$ cat src/rtl/scr1_dmi_pkg.sv
// Shared definitions for the SysCLK-side DTMCS/DMI scan-chain engine.
package scr1_dmi_pkg;

  localparam logic [1:0] SCR1_DMI_CH_DTMCS = 2'd1;
  localparam logic [1:0] SCR1_DMI_CH_DMI   = 2'd2;

  typedef enum logic [1:0] {
    DMI_OP_NOP   = 2'd0,
    DMI_OP_READ  = 2'd1,
    DMI_OP_WRITE = 2'd2,
    DMI_OP_RSV   = 2'd3
  } dmi_op_e;

  typedef enum logic [1:0] {
    DMI_ST_OK   = 2'd0,
    DMI_ST_RSV  = 2'd1,
    DMI_ST_FAIL = 2'd2,
    DMI_ST_BUSY = 2'd3
  } dmi_status_e;

  typedef enum logic {
    DMI_IDLE = 1'b0,
    DMI_REQ  = 1'b1
  } dmi_fsm_e;

  // dtmcs field offsets (RISC-V debug 0.13 layout)
  localparam int DTMCS_VERSION_LSB  = 0;
  localparam int DTMCS_ABITS_LSB    = 4;
  localparam int DTMCS_DMISTAT_LSB  = 10;
  localparam int DTMCS_IDLE_LSB     = 12;
  localparam int DTMCS_DMIRESET     = 16;
  localparam int DTMCS_DMIHARDRESET = 17;

  localparam logic [3:0] DTMCS_VERSION = 4'd1;
  localparam logic [5:0] DTMCS_ABITS   = 6'd7;

  // Build the read-only dtmcs capture word.
  function automatic logic [31:0] dtmcs_word(input logic [2:0] idle,
                                             input logic [1:0] dmistat);
    logic [31:0] w;
    w = '0;
    w[DTMCS_VERSION_LSB +: 4] = DTMCS_VERSION;
    w[DTMCS_ABITS_LSB   +: 6] = DTMCS_ABITS;
    w[DTMCS_DMISTAT_LSB +: 2] = dmistat;
    w[DTMCS_IDLE_LSB    +: 3] = idle;
    return w;
  endfunction

endpackage

$ cat src/rtl/scr1_dmi_chain.sv
// DTMCS/DMI data registers and DMI request engine in the SysCLK domain.
//
// state    | meaning
// DMI_IDLE | no outstanding request, dmi_req = 0
// DMI_REQ  | request presented to DM, waiting for dmi_resp
module scr1_dmi_chain
  import scr1_dmi_pkg::*;
#(
  parameter int DMI_ABITS     = 7,
  parameter int DMI_DATAW     = 32,
  parameter int DTM_IDLE_HINT = 1
) (
  input  logic                 clk,
  input  logic                 rst_n,
  input  logic                 dmi_ch_sel_core,
  input  logic [1:0]           dmi_ch_id_core,
  input  logic                 dmi_ch_capture_core,
  input  logic                 dmi_ch_shift_core,
  input  logic                 dmi_ch_update_core,
  input  logic                 dmi_ch_tdi_core,
  output logic                 dmi_ch_tdo_core,
  output logic                 dmi_req,
  output logic                 dmi_wr,
  output logic [DMI_ABITS-1:0] dmi_addr,
  output logic [DMI_DATAW-1:0] dmi_wdata,
  input  logic                 dmi_resp,
  input  logic [DMI_DATAW-1:0] dmi_rdata
);

  localparam int SR_W = DMI_ABITS + DMI_DATAW + 2;
  localparam logic [2:0] IDLE_HINT = 3'(DTM_IDLE_HINT);

  logic [SR_W-1:0]      shift_reg;
  logic [SR_W-1:0]      sr_shifted;
  logic [SR_W-1:0]      dtmcs_cap;
  logic [SR_W-1:0]      dmi_cap;
  logic [DMI_DATAW-1:0] last_rdata;
  logic                 sticky_busy;
  dmi_fsm_e             state;

  logic    ch_dtmcs, ch_dmi, ch_act;
  logic    upd, cap, shf;
  logic    resp_done, req_busy;
  dmi_op_e upd_op;
  logic [1:0] dmi_status;

  assign ch_dtmcs = dmi_ch_sel_core && (dmi_ch_id_core == SCR1_DMI_CH_DTMCS);
  assign ch_dmi   = dmi_ch_sel_core && (dmi_ch_id_core == SCR1_DMI_CH_DMI);
  assign ch_act   = ch_dtmcs || ch_dmi;

  // update wins over capture, capture over shift
  assign upd = ch_act && dmi_ch_update_core;
  assign cap = ch_act && dmi_ch_capture_core && !dmi_ch_update_core;
  assign shf = ch_act && dmi_ch_shift_core && !dmi_ch_capture_core && !dmi_ch_update_core;

  // a response arriving with an update retires first, so it never counts as busy
  assign resp_done = (state == DMI_REQ) && dmi_resp;
  assign req_busy  = (state == DMI_REQ) && !dmi_resp;
  assign upd_op    = dmi_op_e'(shift_reg[1:0]);

  assign dmi_status = (sticky_busy || state == DMI_REQ) ? DMI_ST_BUSY : DMI_ST_OK;
  assign dmi_cap    = {dmi_addr, last_rdata, dmi_status};
  assign dmi_ch_tdo_core = shift_reg[0];

  // Capture and shift-in position depend on which chain is active.
  always_comb begin
    dtmcs_cap = '0;
    dtmcs_cap[31:0] = dtmcs_word(IDLE_HINT, sticky_busy ? 2'd3 : 2'd0);
    sr_shifted = shift_reg >> 1;
    if (ch_dmi) sr_shifted[SR_W-1] = dmi_ch_tdi_core;
    else        sr_shifted[31]     = dmi_ch_tdi_core;
  end

  // Shared 41-bit scan register.
  always_ff @(posedge clk or negedge rst_n) begin
    if (!rst_n) begin
      shift_reg <= '0;
    end else if (cap) begin
      shift_reg <= ch_dmi ? dmi_cap : dtmcs_cap;
    end else if (shf) begin
      shift_reg <= sr_shifted;
    end
  end

  // Request FSM, sticky busy and DM-facing registers.
  always_ff @(posedge clk or negedge rst_n) begin
    if (!rst_n) begin
      state       <= DMI_IDLE;
      dmi_req     <= 1'b0;
      dmi_wr      <= 1'b0;
      dmi_addr    <= '0;
      dmi_wdata   <= '0;
      last_rdata  <= '0;
      sticky_busy <= 1'b0;
    end else begin
      if (resp_done) begin
        state   <= DMI_IDLE;
        dmi_req <= 1'b0;
        if (!dmi_wr) last_rdata <= dmi_rdata;
      end
      if (upd && ch_dtmcs &&
          (shift_reg[DTMCS_DMIRESET] || shift_reg[DTMCS_DMIHARDRESET])) begin
        sticky_busy <= 1'b0;
      end
      if (upd && ch_dmi && !sticky_busy) begin
        if (req_busy) begin
          sticky_busy <= 1'b1;
        end else if (upd_op == DMI_OP_READ) begin
          dmi_addr <= shift_reg[SR_W-1:DMI_DATAW+2];
          dmi_wr   <= 1'b0;
          dmi_req  <= 1'b1;
          state    <= DMI_REQ;
        end else if (upd_op == DMI_OP_WRITE) begin
          dmi_addr  <= shift_reg[SR_W-1:DMI_DATAW+2];
          dmi_wdata <= shift_reg[DMI_DATAW+1:2];
          dmi_wr    <= 1'b1;
          dmi_req   <= 1'b1;
          state     <= DMI_REQ;
        end
      end
    end
  end

endmodule

$ cat config.mk
export PLATFORM = sky130hd
export DESIGN_NAME = scr1_dmi_chain
export DESIGN_NICKNAME = d
export VERILOG_FILES = /design/src/rtl/scr1_dmi_pkg.sv /design/src/rtl/scr1_dmi_chain.sv
export SDC_FILE = /design/constraint.sdc
export NUM_CORES = 1
export LEC_CHECK = 0
export ABC_AREA = 1
export BUFFER_PORTS_ARGS = -buffer_cell sky130_fd_sc_hd__buf_2
export CAP_MARGIN = 20
export CORE_MARGIN = 2
export CORE_UTILIZATION = 48
export CTS_CLUSTER_SIZE = 10
export DETAILED_ROUTE_END_ITERATION = 10
export HOLD_SLACK_MARGIN = 0.08
export PLACE_DENSITY_LB_ADDON = 0.08
export SETUP_SLACK_MARGIN = 0.5
export SLEW_MARGIN = 10
export SYNTH_ARGS = -nofsm -noshare
export SYNTH_HDL_FRONTEND = slang
export SYNTH_SLANG_ARGS = --single-unit
$ cat constraint.sdc
create_clock -name clk -period 1.7 [get_ports clk]
set_clock_uncertainty 0.2 [all_clocks]
set_input_delay 0.34 -clock clk [delete_from_list [all_inputs] [get_ports clk]]
set_output_delay 0.34 -clock clk [all_outputs]
set_load 0.05 [all_outputs]
======== After elaboration in Yosys (flattened, before gate mapping) ========
Cells that the tools add are included.
word-level totals
  logic and storage cells ................. 65
  bits in latches ......................... 0
  output and inout bits ................... 42
  memories kept ........................... 0
  ROM bits ................................ 0
  memory bits (writable) .................. 0
  input port bits ......................... 42
  flip-flop bits (word level) ............. 116
operators by class
  divide/modulo/power cells ............... 0
  eq/ne operators ......................... 4
  add/subtract/negate cells ............... 0
  $lt $le $gt $ge ......................... 0
  mux-type cells .......................... 24
  bitwise operators ....................... 3
  multipliers ............................. 0
  shift-type cells ........................ 0
  reduce and logical (&&, ||, !) cells .... 26
operators with widths
  cell                                                                   number
  41-bit 2-to-1 mux                                                      3
  1-bit 2-to-1 mux                                                       17
  1-bit logical AND                                                      14
  7-bit 2-to-1 mux                                                       2
  2-bit by 1-bit equality test with 1-bit output, second input constant  2
  2-bit equality test, second input constant                             2
  1-bit logical NOT                                                      4
  2-bit 2-to-1 mux                                                       2
  4-bit AND reduction                                                    1
  2-bit nonzero test                                                     2
  1-bit logical OR                                                       3
  1-bit inverter                                                         3
  3-bit AND reduction                                                    1
  2-bit AND reduction                                                    1

======== Logic depth before layout (Yosys ltp) ========
Gate-level depths: netlist of run 1.
  depth after elaboration ................. 9
  depth in mapped cells ................... 8
  depth with buffers taken out ............ 7

======== Worst setup path after synthesis of run 1 ========
OpenSTA, ideal clock, no wires.
  kind .................................... reg-to-reg
  from .................................... reg shift_reg[0]
  to ...................................... reg dmi_wdata[10]
  slack ................................... -0.182 ns
  data arrival time ....................... 1.617 ns
  period minus slack after synthesis ...... 1.882 ns
  data required time ...................... 1.435 ns
  stages on the path, launching flop included .. 7
  cell sequence ........................... dfrtp_1 -> ha_1 -> nor3_2 -> buf_2 -> buf_2 -> nand3_1 -> nand2_1
between the ends
  word-level cells in the longest chain between the ends .. 3
  elaborated cells on any way between the ends .. 4
  those cells by class .................... 2 x eq/ne; 1 x bitwise; 1 x reduce/logical
RTL lines
  element                                         line                   RTL
  start, declared                                 scr1_dmi_chain.sv:33   logic [SR_W-1:0] shift_reg;
  start signal, assigned                          scr1_dmi_chain.sv:79   shift_reg <= ch_dmi ? dmi_cap : dtmcs_cap;
  start signal, assigned                          scr1_dmi_chain.sv:81   shift_reg <= sr_shifted;
  2-bit by 1-bit equality test with 1-bit output  scr1_dmi_chain.sv:108  end else if (upd_op == DMI_OP_READ) begin
  1-bit inverter (no source line)                 --
  4-bit AND reduction (no source line) *          --
  end signal, assigned                            scr1_dmi_chain.sv:115  dmi_wdata <= shift_reg[DMI_DATAW+1:2];
  end, declared                                   scr1_dmi_chain.sv:25   output logic [DMI_DATAW-1:0] dmi_wdata,
Every way passes the cells marked *; elsewhere a longest branch is shown, timed or not.
A chain may end at the register's enable or synchronous reset.

======== Worst setup path in the final report of run 1 ========
  from .................................... reg shift_reg[0]
  to ...................................... out dmi_ch_tdo_core
RTL lines
  element        line                  RTL
  end, declared  scr1_dmi_chain.sv:21  output logic dmi_ch_tdo_core,
No word-level cell between the ends.

==> run_results.csv, run 1 <==
group,metric,value,unit
route,dr.first_iter.drc_count,276,
final_layout,num-fill-cells,722,
setup_path,path_class,"reg -> out",
timing,min_period,1.70,ns
place,place_congestion,0.865,
floorplanning,ios,84,
cts,cts_buffers,17,
timing,max_freq,588,MHz
min_path,hold_class,"in -> async",
place,place_ws,-0.0695,ns
global_route,grt_pass1_vias,4819,
global_route,grtUsageMet3,0.0754,
final_layout,num-nets-final,837,
logic_synthesis,synth.cell_area,5070,sq um
floorplanning,die-area,11400,sq um
global_route,grt_antenna_before_repair,0,
route,dr.pass1.iters,5,
logic_synthesis,synth_warnings,0,
logic_synthesis,synth_nets,666,
cts,cts.sinks,116,
route,ant_nets,0,
floorplanning,coreArea,10300,sq um
route,drc,0,
pwr,p_per_area,1780,nW/um^2
route,routed_wl,15600,um
setup_path,cp-start-kind,"flip-flop",
cts,cts_tree,"built",
timing,fin_crit_sh,1.00,
logic_synthesis,ys_seq_area_frac,0.573,
setup_path,path_cells,"buf_6",
flow_run,max_cap_violations,0,
floorplanning,chipHeight,107,um
timing,setup_viol,1,
setup_path,cp_num_buf_inv,1,
setup_path,endpoint_kind,"primary output",
setup_path,r2r_setup_slack,0.01,ns
setup_path,r2r-end,"dmi_wdata[15]",
logic_synthesis,ys_ff_latch,116,
global_route,track_usage,0.276,
setup_path,arrival,1.16,ns
setup_path,rr_startpoint,"shift_reg[0]",
global_route,grt-ovfl-total,0,
place,io_buffers,83,
timing,relSlewSlack,0.728,
final_layout,drive_gt1_frac,0.341,
timing,rsz0062_at_grt,"yes",
setup_path,critPathSlowestCell,"dfrtp_2",
cts,h-tree-depth,4,
logic_synthesis,syn_area_per_cell,8.15,sq um
global_route,met1_usage,0.343,
global_route,grt.busiest_layer,"met2",
setup_path,crit_path_start,"shift_reg[0]",
global_route,grt_pass1_wl,24100,um
global_route,grt_max_degree,76,
global_route,met2_usage,0.470,
timing,hold_viol,9,
pwr,ir_drop,1.33,mV
logic_synthesis,synthTopCellsByArea,"dfrtp_1 57%, nor2_1 11%, nand2_1 11%, a21oi_1 6.4%, inv_1 3.6%",
setup_path,reg2reg_depth,6,
logic_synthesis,netlist.area_leader.share,0.573,
place,dpl.hpwl,8030,um
final_layout,largest_reg_flops,41,
final_layout,area_growth,53.4,%
cts,cts.clk_slew.worst_paths,0.06,ns
timing,timing.hold.ws,-0.0153,ns
pwr,leakage,0.00402,uW
cts,postCtsHoldBufs,35,
route,avgViaCountPerCell,5.19,
setup_path,path_max_fanout,4,
floorplanning,core.rowCount,37,
timing,tightest_slew,0.408,ns
floorplanning,initial_core_util,0.493,
setup_path,worstPathRequired,1.16,ns
final_layout,final_cell_mix,"134 x nand2_1, 124 x nor2_1, 113 x dfrtp_1",
setup_path,slowest_delay,0.46,ns
cts,cts.path.max_buffers,2,
timing,slew_viol_final,0,
outcome,violations,"negative hold slack, negative setup slack",
floorplanning,die_x,107,um
logic_synthesis,netlist_instances,622,
logic_synthesis,ys_types,22,
route,dr_total_vias,4885,
outcome,run_status,"finished, violations left",
final_layout,num_antenna_cells,0,
timing,setup_slack,-0.0000986,ns
logic_synthesis,yosys.area.top_type,"dfrtp_1",
route,routedWlPerCell,16.5,um
setup_path,cpLargestDelayFamily,"flip-flops",
cts,worst_skew_pair.late_latency,0.54,ns
final_layout,final_common_cell,"nand2_1",
cts,root_buffer,"clkbuf_8",
## kinds of logic after synthesis
family | share of synthesized area
adder cells (fa/ha/maj) | 0.00494
buffers and inverters | 0.0763
AND/OR/NAND/NOR | 0.262
AO/OA/AOI/OAI | 0.0839
flip-flops | 0.573
## stage by stage
| step | std cells | util | total power [uW] | cell area [sq um] | TNS (ns) |
|---|---|---|---|---|---|
| 2_1_floorplan | 622 | - | 7520 | 5320 | 0 |
| 3_3_place_gp | 835 | 0.576 | 8480 | 5920 | -0.291 |
| 3_5_place_dp | 835 | 0.576 | 8600 | 5920 | -0.844 |
| 4_1_cts | 923 | 0.724 | 13300 | 7440 | -0.00458 |
| 5_1_grt | 942 | 0.757 | 14500 | 7780 | -1.05 |
| 6_report | 942 | 0.757 | 13900 | 7780 | -0.0000986 |
## metal layers
layer,share of wire,vias to the layer above
li1,-,2284
met1,0.41,2417
met2,0.52,157
met3,0.045,27
met4,0.017,0
met5,0,-
## final cells by class
type                            count  area [sq um]  share of cell area
Clock buffer                       22           483              0.0621
Clock inverter                     10           121              0.0156
Inverter                           53           221              0.0285
Multi-Input combinational cell    429          2250               0.289
Sequential cell                   116          2910               0.374
Tap cell                          136           170              0.0219
Timing Repair Buffer              176          1630               0.209
## repair_timing
| action | in CTS | in global routing |
|---|---|---|
| buffers inserted | 13 | 19 |
| endpoints found under the hold margin | 152 | 11 |
| pin swaps | 12 | 32 |
| gates cloned | 8 | 0 |
| resized for setup | 134 | 53 |
| setup endpoints to repair | 118 | 121 |
## report_power, final
group / total (uW) / switching [uW] / internal (uW)
Combinational: 5630 / 3350 / 2280
Sequential: 4650 / 781 / 3870
Clock: 3580 / 1300 / 2280
Total: 13900 / 5430 / 8430
## synth_stat cells (all sizes together)
library cell / count
nand4: 1
nor2: 152
dfrtp: 116
clkbuf: 2
a21oi: 65
o21ai: 17
nand3: 33
o31ai: 1
nor3: 1
nand2: 147
inv: 53
buf: 30
or2: 1
o211ai: 1
ha: 2
## worst reg2reg max path, cell delays in order, from the launching register on
cell and delay (ns):
dfrtp_2 0.46, ha_2 0.24, nor3_4 0.21, buf_4 0.16
buf_4 0.17, nand3_1 0.11, nand2_1 0.09
## worst max path at each step
stage / to / slack [ns] / cells past startpoint
2_1_floorplan: dmi_wdata[0] / 0.02 / 8
3_3_place_gp: dmi_addr[1] / -0.04 / 8
3_5_place_dp: dmi_addr[2] / -0.07 / 8
4_1_cts: dmi_ch_tdo_core / -0.005 / 1
5_1_grt: dmi_wdata[25] / -0.07 / 7
6_report: dmi_ch_tdo_core / -0.0001 / 1
Power figures use the tool's default switching activity.
==> run 2: changes to the inputs <==
PLACE_DENSITY = 0.76   (was not set)
PLACE_DENSITY_LB_ADDON = not set   (was 0.08)
==> run 2 against run 1 <==
  * Worst setup slack got worse by 0.15 ns
  * Via count grew 9.9%
  * The run ends with negative setup slack left
  * Largest cell class unchanged
  * Critical path type is now reg -> reg
  * Non-clock buffer count rose by 15
  * Wire length rose by 20%
==> run_results.csv, run 2 (synthesized netlist as in run 1, its figures left out) <==
group,metric,value,unit
cts,cts_tree,"built",
place,dpl.hpwl,8070,um
final_layout,register_area,2910,sq um
floorplanning,coreArea,10300,sq um
timing,rsz0062_at_grt,"yes",
floorplanning,initial_core_util,0.493,
setup_path,slowest_delay,0.44,ns
setup_path,path_class,"reg -> reg",
global_route,grt_max_degree,38,
setup_path,r2r-end,"dmi_wdata[23]",
route,routedWlPerCell,19.5,um
timing,max_freq,540,MHz
setup_path,crit_path_start,"shift_reg[0]",
timing,relSlewSlack,0.701,
timing,setup_viol,33,
route,dr.pass1.iters,6,
final_layout,num-nets-final,853,
floorplanning,chipHeight,107,um
global_route,grt_pass1_wl,23900,um
setup_path,rr_startpoint,"shift_reg[0]",
floorplanning,core.rowCount,37,
floorplanning,die_x,107,um
min_path,hold_class,"in -> reg",
setup_path,endpoint_kind,"flip-flop",
final_layout,largest_reg_flops,41,
setup_path,arrival,2.07,ns
route,ant_nets,0,
cts,worst_skew_pair.late_latency,0.53,ns
setup_path,cp-start-kind,"flip-flop",
setup_path,worstPathRequired,1.92,ns
cts,h-tree-depth,4,
global_route,grt_pass1_vias,5018,
cts,cts.clk_slew.worst_paths,0.06,ns
route,avgViaCountPerCell,5.60,
floorplanning,ios,84,
timing,hold_viol,0,
route,dr_total_vias,5368,
global_route,track_usage,0.272,
final_layout,num-fill-cells,548,
cts,postCtsHoldBufs,35,
setup_path,path_max_fanout,11,
final_layout,final_cell_mix,"115 x nor2_1, 113 x nand2_1, 113 x dfrtp_1",
setup_path,reg2reg_depth,8,
outcome,violations,"negative setup slack",
final_layout,num_antenna_cells,0,
flow_run,max_cap_violations,0,
timing,slew_viol_final,0,
place,io_buffers,83,
final_layout,post-route-util,0.790,
place,place_congestion,0.797,
cts,root_buffer,"clkbuf_8",
timing,tightest_slew,0.448,ns
timing,fin_tns_setup,-2.66,ns
setup_path,cp_num_buf_inv,3,
cts,cts.sinks,116,
cts,cts.path.max_buffers,2,
setup_path,path_depth,8,
global_route,grt_antenna_before_repair,0,
timing,min_period,1.85,ns
timing,setup_slack,-0.151,ns
pwr,ir_drop,1.10,mV
setup_path,critPathSlowestCell,"dfrtp_2",
pwr,p_per_area,1790,nW/um^2
setup_path,r2r_setup_slack,-0.15,ns
route,drc,0,
timing,fin_crit_sh,1.09,
setup_path,cpLargestDelayFamily,"simple AND/OR/NAND/NOR gates",
final_layout,drive_gt1_frac,0.391,
pwr,finalPower,14600,uW
floorplanning,die-area,11400,sq um
setup_path,path_cells,"inv_2, ha_4, inv_2, nor3_4, nand2_4, buf_6, nand2_1, nand2_1",
outcome,run_status,"finished, violations left",
route,dr.first_iter.drc_count,619,
final_layout,multi_input_area,2430,sq um
global_route,grt-ovfl-total,0,
route,routed_wl,18700,um
final_layout,final_common_cell,"nor2_1",
cts,cts_buffers,17,
final_layout,area_growth,60.1,%
pwr,leakage,0.00415,uW
setup_path,endpoint,"dmi_wdata[23]",
[run 2: final cells by class]
class / instances / share of cell area
sequential: 116 / 0.358
multi-input combinational: 430 / 0.299
timing repair buffer: 191 / 0.222
clock buffer: 23 / 0.0575
inverter: 53 / 0.0270
tap: 136 / 0.0210
clock inverter: 9 / 0.0156
[run 2: tightest hold or removal path, stage by stage]
cell and delay (ns):
buf_2 0.14, nand2_8 0.11, nand2_1 0.08, o31ai_2 0.06
[run 2: worst min path at each step]
stage | depth (start not counted) | endpoint | start | slack, ns
final | 4 | dmi_req | dmi_resp | 0.04
after global routing | 4 | dmi_req | dmi_resp | 0.08
after CTS | 4 | dmi_req | dmi_resp | 0.04
after detailed placement | 1 | last_rdata[3] | rst_n | 0.12
after global placement | 1 | last_rdata[3] | rst_n | 0.11
after floorplan | 0 | dmi_addr[0] | rst_n | -0.16
[run 2: repair_timing]
action / CTS / global route
pin swaps: 5 / 23
buffers inserted: 20 / 29
setup endpoints to repair: 126 / 142
resized for setup: 105 / 133
endpoints found under the hold margin: 153 / 1
cloned: 4 / 6
[run 2: metal layers]
metal / vias up / share of wire / GRT usage / wire length (um)
li1: 2318 / - / - / -
met1: 2594 / 0.36 / 0.327 / 6770
met2: 362 / 0.50 / 0.475 / 9440
met3: 94 / 0.089 / 0.0553 / 1670
met4: 0 / 0.045 / 0.112 / 836
met5: - / 0 / 0 / 0
[run 2: stage by stage]
step	instances	hold slack, ns	area, sq um	setup slack [ns]
global route	958	0.0755	8120	-0.209
detailed placement	832	0.117	5910	-0.0501
global placement	832	0.115	5910	-0.0339
CTS	923	0.0354	7390	0.00518
floorplan	622	-0.156	5320	0.0225
finish	958	0.0445	8120	-0.151
[run 2: where the power goes]
part,internal [uW],total [uW],switching [uW]
sequential,3870,4760,888
clock,2340,3640,1290
combinational,2530,6180,3650
==> run 3: changes to the inputs <==
ABC_AREA = not set   (was 1)
==> run 3 against run 2 <==
  * The run still ends with negative setup slack left
  * Sequential share of layout area decreased by 5.0 points
  * Die area grew 1.2%
  * Wire length is 19% higher
  * Non-clock buffer count rose by 26
  * Final cell count fell by 19%
  * Worst setup slack gained 0.031 ns
  * Sequential cell count did not move
  * Via count fell by 4.4%
  * Critical path type unchanged
  * Largest cell class is now multi-input gates
  * Largest power group unchanged
==> run_results.csv, run 3 <==
group,metric,value,unit
timing,slew_viol_final,0,
route,drc,0,
setup_path,cp_num_buf_inv,2,
logic_synthesis,synthTopCellsByArea,"dfrtp_1 57%, mux2_2 14%, a31oi_1 7.8%, nand3_1 3.3%, o21ai_0 3.3%",
route,dr.pass1.iters,5,
cts,cts.path.max_buffers,2,
outcome,run_status,"finished, violations left",
setup_path,path_cells,"inv_2, ha_4, nor2b_4, nand4_4, buf_12, mux2_2",
global_route,grt_pass1_wl,27600,um
cts,h-tree-depth,4,
final_layout,area_growth,83.8,%
place,place_congestion,0.841,
timing,min_period,1.82,ns
logic_synthesis,synth_nets,473,
setup_path,endpoint_kind,"flip-flop",
floorplanning,ios,84,
logic_synthesis,synth_warnings,0,
route,dr.first_iter.drc_count,372,
logic_synthesis,netlist_instances,429,
global_route,track_usage,0.319,
cts,worst_skew_pair.late_latency,0.53,ns
flow_run,max_cap_violations,0,
logic_synthesis,synth_edf_count,0,
route,routedWlPerCell,28.8,um
floorplanning,chipHeight,107,um
logic_synthesis,synthTopCellsByCount,"116 x dfrtp_1, 64 x a31oi_1, 63 x mux2_2, 34 x nand3_1, 34 x o21ai_0",
timing,hold_viol,0,
timing,fin_tns_setup,-3.31,ns
logic_synthesis,ys_seq_area_frac,0.565,
logic_synthesis,netlist.area_leader.share,0.565,
route,ant_nets,0,
global_route,grt_max_degree,63,
place,dpl.hpwl,9120,um
cts,cts_buffers,17,
pwr,p_per_area,1630,nW/um^2
setup_path,cpLargestDelayFamily,"flip-flops",
timing,fin_crit_sh,1.07,
route,routed_wl,22300,um
final_layout,drive_gt1_frac,0.672,
route,avgViaCountPerCell,6.64,
final_layout,num-nets-final,669,
final_layout,num_antenna_cells,0,
logic_synthesis,syn_area_per_cell,12.0,sq um
setup_path,worstPathRequired,1.91,ns
setup_path,critPathSlowestCell,"dfrtp_2",
logic_synthesis,ys_types,40,
logic_synthesis,synth.cell_area,5130,sq um
setup_path,arrival,2.03,ns
logic_synthesis,ys_ff_latch,116,
logic_synthesis,synthFlopType,"dfrtp_1",
outcome,violations,"negative setup slack",
final_layout,multi_input_area,3440,sq um
logic_synthesis,synth_mux_area_frac,0.160,
final_layout,register_area,2910,sq um
cts,root_buffer,"clkbuf_8",
timing,rsz0062_at_grt,"yes",
global_route,grt_pass1_vias,5097,
route,dr_total_vias,5133,
setup_path,path_class,"reg -> reg",
setup_path,slowest_delay,0.46,ns
timing,setup_slack,-0.120,ns
timing,relSlewSlack,0.745,
final_layout,final_common_cell,"dfrtp_1",
global_route,grt_antenna_before_repair,0,
logic_synthesis,yosys.area_share.simple,0.0731,
cts,cts.sinks,116,
setup_path,cp-start-kind,"flip-flop",
pwr,leakage,0.00395,uW
final_layout,stdcell_count,773,
timing,tightest_slew,0.380,ns
floorplanning,coreArea,10400,sq um
timing,setup_viol,41,
final_layout,num-fill-cells,327,
place,dp_cells,652,
logic_synthesis,synth_compound_area_frac,0.155,
floorplanning,initial_core_util,0.495,
logic_synthesis,yosys.area.top_type,"dfrtp_1",
floorplanning,core.rowCount,37,
place,io_buffers,83,
pwr,ir_drop,1.31,mV
logic_synthesis,synth_fa_ha_area_frac,0.00487,
final_layout,final_cell_mix,"112 x dfrtp_1, 54 x buf_4, 53 x buf_6",
cts,cts.clk_slew.worst_paths,0.06,ns
setup_path,path_max_fanout,23,
timing,max_freq,549,MHz
logic_synthesis,yosysMostFrequentCell,"dfrtp_1",
final_layout,largest_reg_flops,41,
logic_synthesis,synthArstFlopShare,1.00,
global_route,grt-ovfl-total,0,
logic_synthesis,synth_top_family_by_area,"multiplexers",
min_path,hold_class,"in -> reg",
logic_synthesis,synth_xor_area_frac,0.00487,
floorplanning,die_x,107,um
floorplanning,die-area,11500,sq um
cts,cts_tree,"built",
run 3: changes by cell type after synthesis, sizes merged, moves of 4 or more:
cell    before  now
nor2       152    4
inv         53    4
a31oi        0   64
mux2         0   71
clkbuf       2   18
o21ai       17   34
nor3b        0    4
nand2      147    4
a21oi       65    6
buf         30   22
o31ai        1   11
run 3: logic make-up (layout without fill, tap and decap cells):
kind of cell	count (synthesis)	in the layout
xor gates and xnor gates	2	2
DFF	116	116
adders and majority gates	2	2
and+or+nand+nor	64	64
buffers and inverters	44	252
AOI/OAI and AO/OA	128	128
muxes	73	73
run 3: layer usage:
metal	global-route usage	up-vias	wire, um
li1	-	2031	-
met2	0.552	324	11300
met5	0	-	0
met1	0.377	2665	8070
met3	0.0823	113	1430
met4	0.132	0	1500
run 3: final cells by class:
cell class | count | area share
sequential | 116 | 0.308
clock buffer | 21 | 0.0487
inverter | 4 | 0.00186
timing repair buffer | 217 | 0.244
multi-input combinational | 269 | 0.365
clock inverter | 10 | 0.0138
tap | 136 | 0.0180
run 3: final timing paths:
path	slack, ns	endpoint	cells past startpoint	from
min in group asynchronous	0.20	dmi_wdata[3]	3	rst_n
min	0.14	sticky_busy	3	dmi_resp
min reg2reg	0.33	last_rdata[22]	1	last_rdata[22]
max in group asynchronous	0.79	last_rdata[21]	3	rst_n
max reg2reg	-0.12	dmi_wdata[19]	6	shift_reg[0]
max	-0.12	dmi_wdata[19]	6	shift_reg[0]
run 3: tightest hold or removal path: stages:
cell	delay [ns]
buf_2	0.09
nand2b_1	0.26
o21ai_1	0.13
run 3: metrics by stage:
stage | area [sq um] | hold slack [ns] | utilization | total power [uW] | setup slack [ns]
3_3_place_gp | 6440 | 0.168 | 0.621 | 8540 | -0.0548
3_5_place_dp | 6440 | 0.172 | 0.621 | 8680 | -0.0902
5_1_grt | 9430 | 0.142 | 0.910 | 15700 | -0.134
6_report | 9430 | 0.145 | 0.910 | 15300 | -0.120
4_1_cts | 8570 | 0.118 | 0.826 | 13900 | -0.0601
2_1_floorplan | 5730 | -0.156 | - | 7470 | -0.132
run 3: what timing repair did:
action,4_1_cts,5_1_grt
resized for setup,173,119
pin swaps,43,13
endpoints found under the hold margin,150,0
gates cloned,8,3
setup endpoints to repair,130,158
hold buffers,35,0
buffers inserted,29,15
run 3: power by group:
part / internal (uW) / switching (uW) / leakage, uW
sequential: 3740 / 1130 / 0.00143
clock: 2330 / 1320 / 0.000289
combinational: 3130 / 3700 / 0.00223
total: 9190 / 6160 / 0.00395
